$ cat config.mk
export PLATFORM = sky130hd
export DESIGN_NAME = digit_scan_ctrl
export DESIGN_NICKNAME = d
export VERILOG_FILES = /design/src/rtl/digit_scan_ctrl.sv
export SDC_FILE = /design/constraint.sdc
export NUM_CORES = 1
export LEC_CHECK = 0
export ABC_AREA = 1
export CAP_MARGIN = 20
export CORE_AREA = 2 2 83 69
export DETAILED_ROUTE_END_ITERATION = 7
export DIE_AREA = 0 0 85 71
export DONT_BUFFER_PORTS = 1
export PLACE_DENSITY = 0.75
export SYNTH_ARGS = -nofsm -noshare
export SYNTH_HDL_FRONTEND = slang
export SYNTH_SLANG_ARGS = --single-unit
$ cat constraint.sdc
create_clock -name clk -period 2.1 [get_ports clk]
set_input_delay 0.42 -clock clk [delete_from_list [all_inputs] [get_ports clk]]
set_output_delay 0.42 -clock clk [all_outputs]
set_load 0.1 [all_outputs]
$ cat src/rtl/digit_scan_ctrl.sv
// digit_scan_ctrl: scan sequencer for a multiplexed 4-digit 7-segment display.
// Each enabled digit gets a BLANK gap (digit_oe low) followed by a SHOW dwell
// (digit_oe high). Masked digits are skipped. Digit values are double
// buffered: loads land in a pending register and reach the shadow register
// only at frame boundaries or while idle, so a frame never shows mixed data.
//
// Ports:
//   clk, rst        - rising-edge clock, synchronous active-high reset
//   scan_en         - 1 runs the scan, 0 goes idle with the display blanked
//   digit_mask[3:0] - bit i set means digit i is scanned
//   load            - single-cycle strobe capturing digit_data_in
//   digit_data_in   - four nibbles, digit i in bits [4i+3:4i]
//   load_ack        - one-cycle pulse when pending data moves to the shadow
//   digit_sel[1:0]  - index of the active digit
//   digit_oe        - active-high digit output enable (high only in SHOW)
//   nibble_out[3:0] - shadow nibble for digit_sel, one cycle behind
//   frame_start     - one-cycle pulse at each frame boundary
module digit_scan_ctrl #(
   parameter int unsigned DWELL_CYCLES = 65536,
   parameter int unsigned BLANK_CYCLES = 64,
   parameter int unsigned CNT_W        = 17
) (
   input  logic        clk,
   input  logic        rst,
   input  logic        scan_en,
   input  logic [3:0]  digit_mask,
   input  logic        load,
   input  logic [15:0] digit_data_in,
   output logic        load_ack,
   output logic [1:0]  digit_sel,
   output logic        digit_oe,
   output logic [3:0]  nibble_out,
   output logic        frame_start
);

   localparam int unsigned DATA_W = 16;
   localparam int unsigned SEL_W  = 2;
   localparam int unsigned NIB_W  = 4;

   localparam logic [CNT_W-1:0] DWELL_LAST = CNT_W'(DWELL_CYCLES - 1);
   localparam logic [CNT_W-1:0] BLANK_LAST = CNT_W'(BLANK_CYCLES - 1);

   typedef enum logic [1:0] {
      IDLE  = 2'd0,
      BLANK = 2'd1,
      SHOW  = 2'd2
   } state_e;

   state_e state_q, state_d;

   logic [CNT_W-1:0]  cnt_q, cnt_d;
   logic [SEL_W-1:0]  digit_sel_q, digit_sel_d;
   logic              digit_oe_q, digit_oe_d;
   logic [NIB_W-1:0]  nibble_out_q, nibble_out_d;
   logic              load_ack_q, load_ack_d;
   logic              frame_start_q, frame_start_d;
   logic [DATA_W-1:0] shadow_q, shadow_d;
   logic [DATA_W-1:0] pending_q, pending_d;
   logic              pend_valid_q, pend_valid_d;

   logic              mask_any;
   logic              blank_done;
   logic              dwell_done;
   logic              start;
   logic              advance;
   logic              boundary;
   logic              xfer;
   logic [SEL_W-1:0]  next_idx;
   logic [SEL_W-1:0]  low_idx;

   // First enabled digit after cur, wrapping 3->0; may return cur itself.
   function automatic logic [SEL_W-1:0] next_enabled(input logic [SEL_W-1:0] cur,
                                                      input logic [3:0]       mask);
      logic [SEL_W-1:0] idx;
      logic [SEL_W-1:0] res;
      logic             found;
      res   = cur;
      found = 1'b0;
      for (int k = 1; k <= 4; k++) begin
         idx = SEL_W'(32'(cur) + k);
         if (!found && mask[idx]) begin
            res   = idx;
            found = 1'b1;
         end
      end
      return res;
   endfunction

   // Lowest enabled digit index (0 when the mask is empty).
   function automatic logic [SEL_W-1:0] lowest_enabled(input logic [3:0] mask);
      logic [SEL_W-1:0] res;
      res = '0;
      for (int i = 3; i >= 0; i--) begin
         if (mask[i]) res = SEL_W'(i);
      end
      return res;
   endfunction

   assign mask_any   = |digit_mask;
   assign blank_done = (cnt_q == BLANK_LAST);
   assign dwell_done = (cnt_q == DWELL_LAST);
   assign next_idx   = next_enabled(digit_sel_q, digit_mask);
   assign low_idx    = lowest_enabled(digit_mask);
   assign boundary   = (next_idx <= digit_sel_q);

   assign start      = scan_en && (state_q == IDLE) && mask_any;
   assign advance    = scan_en && (state_q == SHOW) && dwell_done && mask_any;
   // Shadow update: any idle cycle, or an advance that wraps the frame.
   assign xfer       = pend_valid_q && ((state_q == IDLE) || (advance && boundary));

   // State register.
   always_ff @(posedge clk) begin
      if (rst) state_q <= IDLE;
      else     state_q <= state_d;
   end

   // Next-state logic; scan_en low forces IDLE from anywhere.
   always_comb begin
      state_d = state_q;
      if (!scan_en) begin
         state_d = IDLE;
      end else begin
         case (state_q)
            IDLE:    if (mask_any)   state_d = BLANK;
            BLANK:   if (blank_done) state_d = SHOW;
            SHOW:    if (dwell_done) state_d = mask_any ? BLANK : IDLE;
            default: state_d = IDLE;
         endcase
      end
   end

   // Datapath and registered-output next values.
   always_comb begin
      cnt_d         = '0;
      digit_sel_d   = digit_sel_q;
      digit_oe_d    = (state_d == SHOW);
      nibble_out_d  = shadow_q[{digit_sel_q, 2'b00} +: NIB_W];
      frame_start_d = start || (advance && boundary);
      load_ack_d    = xfer;
      shadow_d      = shadow_q;
      pending_d     = pending_q;
      pend_valid_d  = pend_valid_q;

      // Phase counter restarts on every state change and rests in IDLE.
      if ((state_d == state_q) && (state_q != IDLE))
         cnt_d = CNT_W'(cnt_q + 1'b1);

      if (start)        digit_sel_d = low_idx;
      else if (advance) digit_sel_d = next_idx;

      // Transfer takes the old pending value; a same-cycle load stays pending.
      if (xfer) begin
         shadow_d     = pending_q;
         pend_valid_d = 1'b0;
      end
      if (load) begin
         pending_d    = digit_data_in;
         pend_valid_d = 1'b1;
      end
   end

   // Datapath and output registers.
   always_ff @(posedge clk) begin
      if (rst) begin
         cnt_q         <= '0;
         digit_sel_q   <= '0;
         digit_oe_q    <= 1'b0;
         nibble_out_q  <= '0;
         load_ack_q    <= 1'b0;
         frame_start_q <= 1'b0;
         shadow_q      <= '0;
         pending_q     <= '0;
         pend_valid_q  <= 1'b0;
      end else begin
         cnt_q         <= cnt_d;
         digit_sel_q   <= digit_sel_d;
         digit_oe_q    <= digit_oe_d;
         nibble_out_q  <= nibble_out_d;
         load_ack_q    <= load_ack_d;
         frame_start_q <= frame_start_d;
         shadow_q      <= shadow_d;
         pending_q     <= pending_d;
         pend_valid_q  <= pend_valid_d;
      end
   end

   assign load_ack    = load_ack_q;
   assign digit_sel   = digit_sel_q;
   assign digit_oe    = digit_oe_q;
   assign nibble_out  = nibble_out_q;
   assign frame_start = frame_start_q;

endmodule

======== Word level (Yosys, flattened, before mapping) ========
Cells that the tools add are included.
operators by class
  magnitude comparators ................... 5
  bitwise operators ....................... 1
  eq/ne operators ......................... 6
  $add $sub $neg .......................... 5
  reductions and logical operators ........ 22
  mux-type cells .......................... 29
  shifts and indexed selects .............. 1
operator list
  kind                   count
  $mux 2                 14
  $add 17x1->17 const B  1
  $eq 17x16->1 const B   1
  $eq 17x6->1 const B    1
  $shiftx 16x5->4        1
  $lt 2x3->1 const B     4
  $logic_and 1x1->1      11
  $mux 1                 10
  $bmux 1 s2             4
  $pmux 2 s3             1
  $reduce_bool 2->1      3
  $add 2x1->2 const B    2
  $add 2x2->2 const B    2
  $eq 2x2->1 const B     2
  $reduce_or 4->1        1
  $logic_not 1->1        3
  $eq 2x1->1 const B     1
  $eq 2x2->1             1
  $le 2x2->1             1
  $logic_not 2->1        1
  $logic_or 1x1->1       2
  $reduce_or 2->1        1
  $not 1->1              1
word-level totals
  input bits .............................. 24
  flip-flop bits (word level) ............. 61
  logic and storage cells ................. 79

======== Depth between registers and ports, before layout ========
Gate-level depths: netlist (run 1).
  word-level depth ........................ 19
  gate-level depth with buffers ........... 22

======== Worst setup path before layout (run 1) ========
No wires, ideal clock.
  kind .................................... register to register
  start ................................... register digit_sel_q[0] (netlist: digit_sel[0])
  end ..................................... register shadow_q[10]
  buffers on the path ..................... 2
  stages on the path, launching flop included .. 21
  period minus slack after synthesis ...... 3.010 ns
  data arrival time ....................... 2.897 ns
  setup slack ............................. -0.910 ns
  cells stage by stage .................... dfxtp_1 > buf_4 > nand2_1 > nand2_1 > nand2_1 > nand2_1 > inv_2 > nand2_1 > nand3_1 > nand2_1 > inv_1 > ha_1 > inv_1 > nor2_1 > o21ai_0 > nand2_2 > nand2_2 > nand2_4 > buf_6 > o21ai_1 > nor2_1
between the ends
  word-level cells in the longest chain between the ends .. 17
  elaborated cells between the ends (all ways) .. 29
  classes of those cells .................. add/sub: 4; order compare: 1; mux: 15; reduce/logical: 9
RTL lines
  what                          line  text
  start: declaration            52    logic [SEL_W-1:0] digit_sel_q, digit_sel_d;
  start signal: assignment      176   digit_sel_q <= digit_sel_d;
  $add 2x1->2                   80    idx = SEL_W'(32'(cur) + k);
  $bmux 1 s2                    81    if (!found && mask[idx]) begin
  $mux 1 (implied by the code)  81
  $mux 1                        81
  $logic_not 1->1               81
  $logic_and 1x1->1             81
  $mux 1                        81
  $logic_not 1->1               81
  $logic_and 1x1->1             81
  $mux 1                        81
  $logic_not 1->1               81
  $logic_and 1x1->1             81
  $mux 2                        81
  $le 2x2->1 (*)                104   assign boundary = (next_idx <= digit_sel_q);
  $logic_and 1x1->1 (*)         109   assign xfer = pend_valid_q && ((state_q == IDLE) || (advance && boundary));
  $logic_or 1x1->1 (*)          109
  $logic_and 1x1->1 (*)         109
  end signal: assignment        181   shadow_q <= shadow_d;
  end: declaration              57    logic [DATA_W-1:0] shadow_q, shadow_d;
Every way passes the cells marked *; elsewhere a longest branch is shown, timed or not. The select of a mux whose other input is x is not followed.
A chain may end at the register's enable or synchronous reset.

======== Final worst setup path (run 1) ========
  start ................................... register digit_sel_q[0] (netlist: digit_sel[0])
  end ..................................... register shadow_q[8]
Same word-level chain as after synthesis.

==> impl_metrics.yaml, run 1 <==
worst_hold_path:
  hp-class: "in2reg"
synthesis:
  synth_edf_count: 0
  synth_top_area_share_pct: 43.0
  synth-simple-area-share_pct: 33.4
  synth_seq_cells: 61
  synthMuxAreaShare_pct: 0
  synth-main-ff-cell: "dfxtp_1"
  synth.net_count: 396
  syn_inst: 368
  synth_top_family_by_area: "simple AND/OR/NAND/NOR gates"
  synth_area_leader_cell: "dfxtp_1"
  ys_seq_area_share_pct: 43.0
  synthesis.area_um2: 2840
  ys_top_cells_by_count: "nor2_1, dfxtp_1, nand2_1"
  synth_compound_area_share_pct: 11.1
  synth.distinct_cells: 34
  yosysMostFrequentCell: "nor2_1"
  yosysWarnings: 0
  synth_xor_area_share_pct: 4.01
  synth_fa_ha_area_share_pct: 1.76
  async_flop_share_pct: 0
  avgSynthCellArea_um2: 7.72
  synth_area_leaders: "dfxtp_1, nor2_1, nand2_1"
detailed_routing:
  dr_total_vias: 2676
  drt_pre_antenna_iters: 7
  wire_per_inst_um: 15.4
  wl_um: 7740
  drc_errors: 0
  ant_nets: 0
  drt-initial-drc-count: 145
  routed_via_density: 5.32
die:
  dieArea_um2: 6040
  die-height_um: 71
  rows: 24
  core-area_um2: 5260
  ios: 33
  die_w_um: 85
  start_util_pct: 54.1
sta:
  period_needed_ns: 2.33
  drv_slew: 0
  hold_viol: 0
  fin_skew_ns: 0.00857
  whs_ns: 0.129
  setup_viol: 19
  fmax_mhz: 430
  max_slew.worst_pin.slew_ns: 0.702
  rsz0062_at_grt: "true"
  slew_headroom_pct: 53.1
  postLayoutSetupSlackWorst_ns: -0.227
  finalCritPeriodShare_pct: 111
critical_path:
  endpoint_kind: "register"
  r2r_setup_slack_ns: -0.23
  arrival_ns: 2.57
  reg2reg_to: "shadow_q[8]$_SDFFE_PP0P_"
  cp.required_ns: 2.34
  cp_cell_sequence: "inv_6 > nand2_2 > nand2_4 > nand2_2 > nand2_2 > inv_2 > buf_4 > nand3_1 > nand2_1 > inv_1 > ha_4 > nand2_1 > o21ai_2 > nand2_2 > nand2_8 > nand2_8 > o21ai_2 > nor2_1"
  r2r_cells: 18
  crit_top_cell: "nand2_2"
  critPathSlowestCell: "dfxtp_4"
  rr_startpoint: "digit_sel[0]$_SDFFE_PP0P_"
  cp-start-kind: "register"
  max_stage_delay_ns: 0.42
  worstSetupPathType: "reg2reg"
  crit_start: "digit_sel[0]$_SDFFE_PP0P_"
  path_max_fanout: 8
  crit_end: "shadow_q[8]$_SDFFE_PP0P_"
layout:
  final_nets: 461
  antenna_cells: 0
  layout-drive-gt1-share_pct: 42.9
  register_area_um2: 1230
  multi_input_area_um2: 1810
  fill_cells: 351
  syn2layout_area_growth_pct: 38.1
placed_design:
  hpwl_um: 4230
  io_buffers: 0
  gp_congestion: 0.854
pwr:
  finalPower_uw: 3030
  ir_drop_v: 0.000535
  powerDensity_nw_per_um2: 772
  p_leak_uw: 0.00158
clocking:
  clk_pin_slew_ns: 0.07
  tritoncts: "done"
  hold_buffers: 0
  clkLatencyLatePin_ns: 0.35
  cts_num_sinks: 61
  cts_max_path_buffers: 2
  cts_made_buffers: 9
  cts-htree-levels: 3
  cts_root_buffer: "clkbuf_8"
outcome:
  status: "complete, but fails checks"
  violations: "setup timing"
global_route:
  antenna_found_initial: 0
  grt.overflow.total: 0
  grt_max_degree: 35
  grt_pass1_wl_um: 12100
  grt_pass1_vias: 2613
  grt.total_usage_pct: 25.4
run:
  drv_cap: 0
-- state kept, by name, indices dropped and copies added (netlist names) --
name / count
cnt_q: 17
pending_q: 16
shadow_q: 16
nibble_out: 4
digit_sel: 2
state_q: 2
digit_oe: 1
frame_start: 1
load_ack: 1
pend_valid_q: 1
-- layout by cell type (no fill, tap or decap), types with 10 or more instances in the layout --
| cell | count |
|---|---|
| inv_1 | 13 |
| o21ai_2 | 10 |
| nand3_1 | 15 |
| nor2_2 | 17 |
| dfxtp_1 | 57 |
| buf_4 | 59 |
| nor2_4 | 15 |
| o21ai_0 | 17 |
| nor2_1 | 70 |
| nand2_2 | 20 |
| nand2_1 | 34 |
-- report_power, final --
part	internal (µW)	switching, µW	leakage, µW	total (µW)
registers	1210	54.5	0.000502	1270
logic	281	394	0.000970	675
clock network	564	522	0.000105	1090
-- per-layer routing --
| layer | share of wire [%] | up-vias | GRT usage (%) |
|---|---|---|---|
| li1 | - | 1328 | - |
| met1 | 43 | 1236 | 33.3 |
| met2 | 48 | 97 | 40.1 |
| met3 | 7.3 | 15 | 7.82 |
| met4 | 1.9 | 0 | 8.47 |
| met5 | 0 | - | 0 |
-- stage by stage --
stage	cell area, µm²	instances	utilization (%)	TNS (ns)	setup WS [ns]
after CTS	3700	498	70.4	-1.97	-0.125
after floorplan	2860	368	-	-3.93	-0.274
after global placement	3170	464	60.3	-2.93	-0.143
after detailed placement	3170	464	60.3	-6.06	-0.207
final	3930	503	74.7	-3.33	-0.227
after global routing	3930	503	74.7	-6.88	-0.359
-- critical path, delay by kind of cell (launching register included) --
| kind | cells | cell delay (ns) |
|---|---|---|
| and+or+nand+nor | 11 | 0.97 |
| DFF | 1 | 0.42 |
| buffers and inverters | 4 | 0.34 |
| adders and majority gates | 1 | 0.26 |
| AOI/OAI and AO/OA | 2 | 0.25 |
-- logic make-up after synthesis --
group | Yosys count
buffers and inverters | 37
AND/OR/NAND/NOR | 195
AO/OA/AOI/OAI | 58
flip-flops | 61
adder cells (fa/ha/maj) | 4
XOR/XNOR | 13
-- how the worst min path moves through the flow --
stage                                   start                         to  slack (ns)  depth (start not counted)
finish                                    rst     frame_start$_SDFF_PP0_        0.13                          1
global placement     shadow_q[3]$_SDFFE_PP0P_   shadow_q[3]$_SDFFE_PP0P_        0.47                          2
CTS                                       rst        digit_oe$_SDFF_PP0_        0.13                          1
floorplan                 cnt_q[0]$_SDFF_PP0_        cnt_q[0]$_SDFF_PP0_        0.41                          1
detailed placement  shadow_q[12]$_SDFFE_PP0P_  shadow_q[12]$_SDFFE_PP0P_        0.47                          2
global route                              rst     frame_start$_SDFF_PP0_        0.11                          1
-- timing repair --
| action | in CTS | in global routing |
|---|---|---|
| setup endpoints to repair | 38 | 39 |
| cloned | 4 | 1 |
| pin swaps | 13 | 23 |
| resized for setup | 50 | 49 |
| setup buffers | 14 | 5 |
-- area by class of cell --
class | count | share of cell area, %
sequential | 61 | 31.4
clock inverter | 7 | 2.01
clock buffer | 9 | 3.15
timing repair inverter | 1 | 0.287
tap | 65 | 2.07
multi-input combinational | 274 | 46.2
timing repair buffer | 62 | 12.1
inverter | 24 | 2.80
(Power assumes the default switching activity.)
==> run 2: changes to the inputs <==
- CORE_AREA: 2 2 83 69 -> 2 2 84 70
- DIE_AREA: 0 0 85 71 -> 0 0 86 72
- GPL_TIMING_DRIVEN: not set -> 0
- PLACE_DENSITY: 0.75 -> 0.73
==> run 2 against run 1 <==
  * The run still ends with setup timing left
  * Final cell count down 8.7%
  * Clock skew shrank 0.0013 ns
  * Worst setup slack got worse by 0.24 ns
  * Largest power group unchanged
==> impl_metrics.yaml, run 2 (same netlist as run 1, synthesis figures left out) <==
detailed_routing:
  drc_errors: 0
  ant_nets: 0
  wl_um: 5910
  wire_per_inst_um: 12.9
  dr_total_vias: 2389
  routed_via_density: 5.20
  drt_pre_antenna_iters: 4
  drt-initial-drc-count: 97
pwr:
  powerDensity_nw_per_um2: 853
  p_leak_uw: 0.00132
  finalPower_uw: 2950
  ir_drop_v: 0.000477
critical_path:
  cp_top_family: "simple AND/OR/NAND/NOR gates"
  cp_cell_sequence: "inv_2 > buf_6 > nand2_2 > nand2_2 > nand2_2 > nand2_2 > inv_4 > nand3_2 > nand3_2 > nand2_2 > inv_2 > ha_4 > inv_2 > nor2_1 > o21ai_1 > nand2_2 > nand2_4 > nand2_8 > buf_6 > o21ai_4 > nor2_1"
  r2r_setup_slack_ns: -0.46
  rr_startpoint: "digit_sel[0]$_SDFFE_PP0P_"
  max_stage_delay_ns: 0.59
  critPathSlowestCell: "dfxtp_4"
  cp-start-kind: "register"
  crit_cells: 21
  critPathBufInv: 6
  worstSetupPathType: "reg2reg"
  path_max_fanout: 7
  r2r_cells: 21
  cp.required_ns: 2.33
  crit_top_cell: "nand2_2"
  endpoint_kind: "register"
  reg2reg_to: "shadow_q[9]$_SDFFE_PP0P_"
  arrival_ns: 2.79
layout:
  final_cell_mix: "nor2_1, dfxtp_1, nand2_1"
  largest_register_ffs: 17
  reg_top3: "cnt_q: 17 flops, pending_q: 16 flops, shadow_q: 16 flops"
  antenna_cells: 0
  regMostFlops: "cnt_q"
  syn2layout_area_growth_pct: 21.8
  layout-drive-gt1-share_pct: 30.2
  final_nets: 417
  final_common_cell: "nor2_1"
clocking:
  cts-htree-levels: 3
  hold_buffers: 0
  clkLatencyLatePin_ns: 0.33
  cts_made_buffers: 9
  cts_max_path_buffers: 2
  cts_num_sinks: 61
  tritoncts: "done"
  cts_root_buffer: "clkbuf_8"
  clk_pin_slew_ns: 0.07
sta:
  fmax_mhz: 390
  finalSetupTns_ns: -7.98
  slew_headroom_pct: 35.5
  period_needed_ns: 2.56
  setup_viol: 29
  fin_skew_ns: 0.00726
  hold_viol: 0
  drv_slew: 0
  postLayoutSetupSlackWorst_ns: -0.464
  max_slew.worst_pin.slew_ns: 0.967
  finalCritPeriodShare_pct: 122
  rsz0062_at_grt: "true"
worst_hold_path:
  hold_depth: 2
  hold_path_end: "pending_q[2]$_SDFFE_PP0P_"
  hp-class: "in2reg"
  min-delay-start: "digit_data_in[2]"
die:
  rows: 24
  core-area_um2: 5320
  dieArea_um2: 6190
  start_util_pct: 53.5
  ios: 33
  die_w_um: 86
  die-height_um: 72
global_route:
  grt.overflow.total: 0
  antenna_found_initial: 0
  grt_max_degree: 12
  grt_pass1_wl_um: 9960
  grt.total_usage_pct: 20.8
  grt_pass1_vias: 2271
placed_design:
  hpwl_um: 3990
  gp_congestion: 0.819
  io_buffers: 0
outcome:
  violations: "setup timing"
  status: "complete, but fails checks"
run:
  drv_cap: 0
[run 2: repair_timing]
item / 4_1_cts / 5_1_grt
endpoints found under the setup margin: 38 / 38
cloned: 2 / 1
endpoints found under the hold margin: 0 / 0
pin swaps: 12 / 9
setup buffers: 7 / 0
resized for setup: 43 / 18
[run 2: worst max path at each step]
stage	start	endpoint	slack [ns]
2_1_floorplan	digit_sel[0]$_SDFFE_PP0P_	shadow_q[10]$_SDFFE_PP0P_	-0.27
3_3_place_gp	digit_sel[1]$_SDFFE_PP0P_	shadow_q[13]$_SDFFE_PP0P_	-0.54
3_5_place_dp	digit_sel[1]$_SDFFE_PP0P_	shadow_q[13]$_SDFFE_PP0P_	-0.60
4_1_cts	digit_sel[0]$_SDFFE_PP0P_	shadow_q[9]$_SDFFE_PP0P_	-0.43
5_1_grt	digit_sel[0]$_SDFFE_PP0P_	shadow_q[6]$_SDFFE_PP0P_	-0.61
6_report	digit_sel[0]$_SDFFE_PP0P_	shadow_q[9]$_SDFFE_PP0P_	-0.46
[run 2: layer usage]
metal,wire (µm),track usage [%],vias up
met5,0,0,-
met4,44,7.41,0
met3,397,7.85,4
met2,2640,31.0,65
met1,2830,27.6,1082
li1,-,-,1238
[run 2: area by class of cell]
cell class | count | area (µm²)
buffer | 13 | 106
clock buffer | 11 | 151
clock inverter | 5 | 81.3
fill | 444 | 1850
inverter | 24 | 103
multi-input combinational | 271 | 1620
sequential | 61 | 1230
tap | 65 | 81.3
timing repair buffer | 9 | 88.8
[run 2: through the flow]
stage | worst slack [ns] | hold slack (ns) | utilization (%) | instances | instance area, µm²
after floorplan | -0.274 | 0.413 | - | 368 | 2860
after global placement | -0.538 | 0.426 | 55.3 | 433 | 2940
after detailed placement | -0.596 | 0.438 | 55.3 | 433 | 2940
after CTS | -0.427 | 0.201 | 63.4 | 458 | 3370
after global routing | -0.609 | 0.205 | 65.1 | 459 | 3460
final | -0.464 | 0.221 | 65.1 | 459 | 3460
[run 2: where the power goes]
part           leakage [µW]  internal, µW  switching [µW]
logic              0.000704           171             251
registers          0.000501          1220             124
clock network      0.000116           735             456
